## src/rtl/vmem_write_arbiter_pkg.sv

```systemverilog
// Shared definitions for the video-memory write arbiter: bus defaults, RGB565 colours,
// {y,x} address packing and the ARB/BURST state encoding.
package vmem_write_arbiter_pkg;

  localparam int VMEM_AW = 16;
  localparam int VMEM_DW = 16;

  localparam logic [15:0] RGB565_BLACK = 16'h0000;
  localparam logic [15:0] RGB565_RED   = 16'hF800;
  localparam logic [15:0] RGB565_GREEN = 16'h07E0;
  localparam logic [15:0] RGB565_BLUE  = 16'h001F;
  localparam logic [15:0] RGB565_WHITE = 16'hFFFF;

  localparam logic [0:0] ST_ARB   = 1'b0;
  localparam logic [0:0] ST_BURST = 1'b1;

  function automatic logic [15:0] pack_yx(input logic [7:0] y, input logic [7:0] x);
    return {y, x};
  endfunction

endpackage

```

## src/rtl/vmem_write_arbiter_rr_pick.sv

```systemverilog
// Combinational round-robin picker: first set request strictly after 'last', wrapping,
// returned as a one-hot grant plus its index.
module rr_pick #(
  parameter int N = 4,
  localparam int IW = (N > 1) ? $clog2(N) : 1
) (
  input  logic [N-1:0]  req,
  input  logic [IW-1:0] last,
  output logic [N-1:0]  grant,
  output logic [IW-1:0] idx,
  output logic          any
);

  logic [IW-1:0] cand;

  always_comb begin
    grant = '0;
    idx   = '0;
    any   = 1'b0;
    cand  = '0;
    for (int k = 1; k <= N; k++) begin
      cand = IW'((int'(last) + k) % N);
      if (!any && req[cand]) begin
        grant[cand] = 1'b1;
        idx         = cand;
        any         = 1'b1;
      end
    end
  end

endmodule

```

## src/rtl/vmem_write_arbiter.sv

```systemverilog
// Round-robin arbiter sharing the vmem write port between NREQ pixel producers, with
// bounded burst locking. Per-requester beat counters are built when VMEM_ARB_STAT_EN is defined.
module vmem_write_arbiter
  import vmem_write_arbiter_pkg::*;
#(
  parameter int NREQ      = 4,
  parameter int MAX_BURST = 16,
  parameter int AW        = VMEM_AW,
  parameter int DW        = VMEM_DW,
  localparam int IW       = $clog2(NREQ)
) (
  input  logic               w_clk,
  input  logic               w_rst_n,
  input  logic [NREQ-1:0]    w_req_valid,
  input  logic [NREQ-1:0]    w_req_lock,
  input  logic [NREQ*AW-1:0] w_req_adr,
  input  logic [NREQ*DW-1:0] w_req_data,
  output logic [NREQ-1:0]    w_req_ready,
  output logic               w_st_we,
  output logic [AW-1:0]      w_st_wadr,
  output logic [DW-1:0]      w_st_wdata,
  output logic [IW-1:0]      w_owner,
  output logic               w_locked
`ifdef VMEM_ARB_STAT_EN
  ,
  input  logic               w_stat_clr,
  output logic [NREQ*32-1:0] w_stat_cnt
`endif
);

  localparam int CW = $clog2(MAX_BURST + 1);
  localparam logic [CW-1:0] BURST_LAST = CW'(MAX_BURST);
  localparam logic [IW-1:0] OWNER_RST  = IW'(NREQ - 1);

  logic [0:0]    state_q, state_d;
  logic [IW-1:0] owner_q, owner_d;
  logic [CW-1:0] cnt_q, cnt_d;
  logic          we_q, we_d;
  logic [AW-1:0] wadr_q, wadr_d;
  logic [DW-1:0] wdata_q, wdata_d;

  logic [NREQ-1:0] pick_grant;
  logic [IW-1:0]   pick_idx;
  logic            pick_any;
  logic [NREQ-1:0] ready;
  logic [IW-1:0]   sel;
  logic            xfer;

  rr_pick #(.N(NREQ)) u_pick (
    .req   (w_req_valid),
    .last  (owner_q),
    .grant (pick_grant),
    .idx   (pick_idx),
    .any   (pick_any)
  );

  // In BURST only the owner may move; ready is forced low while reset is asserted.
  always_comb begin
    ready = '0;
    sel   = owner_q;
    xfer  = 1'b0;
    if (w_rst_n) begin
      if (state_q == ST_ARB) begin
        ready = pick_grant;
        sel   = pick_idx;
        xfer  = pick_any;
      end else begin
        ready[owner_q] = w_req_valid[owner_q];
        xfer           = w_req_valid[owner_q];
      end
    end
  end

  always_comb begin
    state_d = state_q;
    owner_d = owner_q;
    cnt_d   = cnt_q;
    if (state_q == ST_ARB) begin
      if (xfer) begin
        owner_d = sel;
        if (w_req_lock[sel] && (MAX_BURST > 1)) begin
          state_d = ST_BURST;
          cnt_d   = CW'(1);
        end
      end
    end else if (xfer && w_req_lock[owner_q] && ((cnt_q + CW'(1)) != BURST_LAST)) begin
      cnt_d = cnt_q + CW'(1);
    end else begin
      // Lock released, burst limit hit, or owner idle: owner now has lowest priority.
      state_d = ST_ARB;
      cnt_d   = '0;
    end
    we_d    = xfer;
    wadr_d  = xfer ? w_req_adr[sel*AW +: AW] : wadr_q;
    wdata_d = xfer ? w_req_data[sel*DW +: DW] : wdata_q;
  end

  always_ff @(posedge w_clk) begin
    if (!w_rst_n) begin
      state_q <= ST_ARB;
      owner_q <= OWNER_RST;
      cnt_q   <= '0;
      we_q    <= 1'b0;
      wadr_q  <= '0;
      wdata_q <= '0;
    end else begin
      state_q <= state_d;
      owner_q <= owner_d;
      cnt_q   <= cnt_d;
      we_q    <= we_d;
      wadr_q  <= wadr_d;
      wdata_q <= wdata_d;
    end
  end

  assign w_req_ready = ready;
  assign w_st_we     = we_q;
  assign w_st_wadr   = wadr_q;
  assign w_st_wdata  = wdata_q;
  assign w_owner     = owner_q;
  assign w_locked    = (state_q == ST_BURST);

`ifdef VMEM_ARB_STAT_EN
  logic [NREQ-1:0][31:0] stat_q, stat_d;

  // Clear beats a simultaneous transfer.
  always_comb begin
    stat_d = stat_q;
    if (w_stat_clr) begin
      stat_d = '0;
    end else if (xfer) begin
      stat_d[sel] = stat_q[sel] + 32'd1;
    end
  end

  always_ff @(posedge w_clk) begin
    if (!w_rst_n) begin
      stat_q <= '0;
    end else begin
      stat_q <= stat_d;
    end
  end

  assign w_stat_cnt = stat_q;
`endif

endmodule

```

## config.mk

```make
export PLATFORM = sky130hd
export DESIGN_NAME = vmem_write_arbiter
export DESIGN_NICKNAME = d
export VERILOG_FILES = /design/src/rtl/vmem_write_arbiter_pkg.sv /design/src/rtl/vmem_write_arbiter_rr_pick.sv /design/src/rtl/vmem_write_arbiter.sv
export SDC_FILE = /design/constraint.sdc
export NUM_CORES = 1
export LEC_CHECK = 0
export ABC_CLOCK_PERIOD_IN_PS = 7800
export CORE_MARGIN = 4
export CORE_UTILIZATION = 36
export CTS_BUF_LIST = sky130_fd_sc_hd__clkbuf_16
export DETAILED_ROUTE_END_ITERATION = 6
export GPL_ROUTABILITY_DRIVEN = 1
export PLACE_DENSITY = 0.78
export SYNTH_ARGS = -nofsm -noshare
export SYNTH_HDL_FRONTEND = slang
export SYNTH_SLANG_ARGS = --single-unit
```

## constraint.sdc

```tcl
create_clock -name w_clk -period 7.8 [get_ports w_clk]
set_clock_uncertainty 0.05 [all_clocks]
set_input_delay 1.56 -clock w_clk [delete_from_list [all_inputs] [get_ports w_clk]]
set_output_delay 1.56 -clock w_clk [all_outputs]
set_load 0.02 [all_outputs]
```

==> impl_metrics.csv <==
group,metric,value,unit
clock_tree,holdBufCountCts,0,
floorplan,io_pins,178,
synthesis,syn_area,2960,um2
power_and_ir_drop,power.total,1.62,mW
global_route,grt_overflow,0,
synthesis,yosysMostFrequentCell,"dfxtp_1",
worst_setup_path,r2r_slack,3310,ps
global_route,grt.met1_usage,21.6,%
clock_tree,cts_resized,0,
power_and_ir_drop,irDropWorstVdd,188,uV
timing,drv_slew,0,
global_route,use_met2,33.9,%
power_and_ir_drop,power_frac_clock,12.4,%
worst_setup_path,worstSetupStartpointType,"input pin",
worst_setup_path,cp_cell_sequence,"clkdlybuf4s50_1 > mux4_2 > o31a_1 > nor2_1 > nand2_1 > o21ai_0 > clkdlybuf4s50_1",
synthesis,yosysUniqueCellTypes,47,
outcome,status,"completed",
timing,rsz0062_at_grt,"no",
placed_design,port_buffers,177,
floorplan,die_area,9740,um2
synthesis,synth_edf_count,0,
cells_and_area,area_growth,65.3,%
synthesis,postSynth.asyncResetShare,0,%
route,viasPerCell,5.57,
timing,setup_viol,0,
clock_tree,cts_tree,"yes",
global_route,busiest_layer,"met2",
route,drc,0,
route,wl,9900,um
synthesis,synth_area_leaders,"dfxtp_1, mux2_2, mux2i_1",
clock_tree,post_cts_buffers,0,
clock_tree,cts.reportedPaths.clkPinSlew,60,ps
power_and_ir_drop,seq_power_share,21.5,%
cells_and_area,nFillCells,683,
global_route,grt.total_usage,19.3,%
timing,hold_viol,0,
route,drtIter0Drc,109,
worst_setup_path,rr_worst_depth,9,
cells_and_area,diodes,0,
power_and_ir_drop,powerDensity,331,nW/um2
hold_path,hold_class,"register to register",
worst_setup_path,cpMostUsedCell,"clkdlybuf4s50_1",
floorplan,coreArea,7850,um2
power_and_ir_drop,p_int,0.921,mW
worst_setup_path,end_kind,"output port",
worst_setup_path,slowest_delay,650,ps
floorplan,start_util,37.7,%
floorplan,die_w,98.7,um
power_and_ir_drop,p_sw,0.699,mW
timing,layout_min_cycle_time,5790,ps
synthesis,ys.flop_type,"dfxtp_1",
clock_tree,cts.htree.levels,2,
job,max-cap-violations,0,
floorplan,die_y,98.7,um
cells_and_area,drive_above_1_share,12.7,%
synthesis,syn_area_per_cell,9.87,um2
clock_tree,cts_buffers,5,
clock_tree,root_buffer,"clkbuf_16",
synthesis,yosysWarnings,0,
cells_and_area,seq_area,821,um2
synthesis,ys_top_cells_by_count,"dfxtp_1, mux2i_1, a22oi_1",
global_route,grtUsageMet3,6.86,%
clock_tree,insertion_delay,280,ps
clock_tree,cts_num_sinks,41,
route,dr.pass1.iters,4,
timing,finalCritPeriodShare,74.3,%
worst_setup_path,rr_endpoint,"w_st_wadr[8]",
synthesis,yosysTopAreaCell,"dfxtp_1",
worst_setup_path,cp.required,6190,ps
cells_and_area,multiInputGateArea,1970,um2
placed_design,gp_routability_congestion,0.858,
synthesis,synth_top_area_share,27.7,%
worst_setup_path,crit_end,"w_req_ready[1]",
synthesis,synth_fp_nets,447,
timing,fmax,173,MHz
worst_setup_path,timing_worst_setup_path_type,"input pin to output port",
worst_setup_path,crit_start,"w_req_valid[2]",
clock_tree,cts_buffer_depth,2,
synthesis,synth_seq_area_share,27.7,%
worst_setup_path,regToRegStartpoint,"w_owner[0]",
floorplan,rows,32,
power_and_ir_drop,power_frac_comb,66.0,%
global_route,grt_first_pass_wirelength,15400,um
worst_setup_path,crit_fanout,10,
worst_setup_path,cp.depth,7,
timing,worstMarginPinSlew,750,ps
worst_setup_path,cpMaxStageDelayCell,"mux4_2",
placed_design,place_hpwl,7550,um
global_route,grt_pass1_vias,3145,
route,postRouteAntennaNets,0,
synthesis,synthCells,300,
worst_setup_path,crit_arrival,4180,ps
worst_setup_path,critPathTopFamily,"buffers and inverters",
timing,slew_headroom,49.9,%
global_route,grt_start_max_net_pins,45,
cells_and_area,design_area,4900,um2
global_route,antenna_found_initial,0,
synthesis,ys_ff_latch,41,
route,via_count,3146,
timing,fin_setup_tns,0,ps
route,wl_per_cell,17.5,um
power_and_ir_drop,swShare,43.1,%
worst_setup_path,path_buf_inv,2,
power_and_ir_drop,p_leak,1.88,nW
cells_and_area,final_nets,609,
placed_design,dpl-instance-area,4750,um2
cells_and_area,fin_util,62.4,%
metrics by stage:
| stage | hold slack (ps) | cells | setup slack [ps] |
|---|---|---|---|
| global route | 465 | 565 | 1880 |
| finish | 437 | 565 | 2010 |
| floorplan | 455 | 300 | 3160 |
| CTS | 443 | 565 | 2040 |
| detailed placement | 426 | 557 | 2050 |
| global placement | 418 | 557 | 2100 |
how the worst min path moves through the flow:
stage / startpoint / endpoint / depth (start not counted)
after floorplan: cnt_q[0] / cnt_q[0] / 2
after global placement: w_st_wdata[9] / w_st_wdata[9] / 2
after detailed placement: w_st_wadr[8] / w_st_wadr[8] / 1
after CTS: w_st_wadr[13] / w_st_wadr[13] / 2
after global routing: w_st_wdata[4] / w_st_wdata[4] / 2
final: w_st_wadr[13] / w_st_wadr[13] / 2
routing by layer:
metal	share of wire (%)	wire length, um
met5	0	0
met4	2.2	219
met3	8.9	884
met2	50	4960
met1	39	3840
cell families after synthesis:
logic type               Yosys count  share of synthesized area, %
AO/OA/AOI/OAI                    101                          26.2
multiplexers                      75                          28.9
flip-flops                        41                          27.7
AND/OR/NAND/NOR                   38                          6.76
buffers and inverters             33                          5.79
adder cells (fa/ha/maj)            9                          3.80
XOR/XNOR                           3                         0.887
worst register-to-register path, cell delays in order, from the launching register on:
cell and delay, ps:
dfxtp_1 800, inv_1 290, ha_1 530, mux4_2 690
nor4b_2 440, o21ai_1 180, o41ai_4 90, buf_4 580
mux2_1 390, a221o_1 340
power groups by stage:
stage	Combinational [mW]	Sequential (mW)	Clock, mW
global route	1.15	0.360	0.215
finish	1.07	0.349	0.201
floorplan	0.677	0.420	0
CTS	1.08	0.349	0.207
global placement	1.05	0.349	0
detailed placement	1.07	0.352	0
sequential cells by signal, indices dropped and copies added (netlist names):
name and cells:
cnt_q 5, w_locked 1, w_st_we 1, w_st_wdata 16
w_st_wadr 16, w_owner 2
layout make-up:
type | count | share of cell area [%]
Clock inverter | 3 | 0.358
Clock buffer | 5 | 2.56
Timing Repair Buffer | 183 | 37.1
Sequential cell | 41 | 16.8
Inverter | 5 | 0.383
Multi-Input combinational cell | 226 | 40.2
Tap cell | 102 | 2.61
layout by cell type, fill, tap and decap left out, types with 2 or more instances in the layout:
cell type,count
mux2i_1,36
a21oi_1,6
a221o_1,3
a32o_1,3
o21ai_1,2
clkdlybuf4s50_1,177
buf_4,6
dfxtp_1,41
nor2b_1,2
xor2_1,2
ha_1,9
mux4_2,5
inv_1,4
nand2_1,12
o31ai_1,31
o21ai_0,6
nand3_1,2
o2111ai_1,2
nor2_1,10
o21a_1,2
and2_1,2
clkbuf_16,5
o31a_1,2
mux2_2,33
a22oi_1,35
Note: power is estimated with default switching activity, not from simulation.
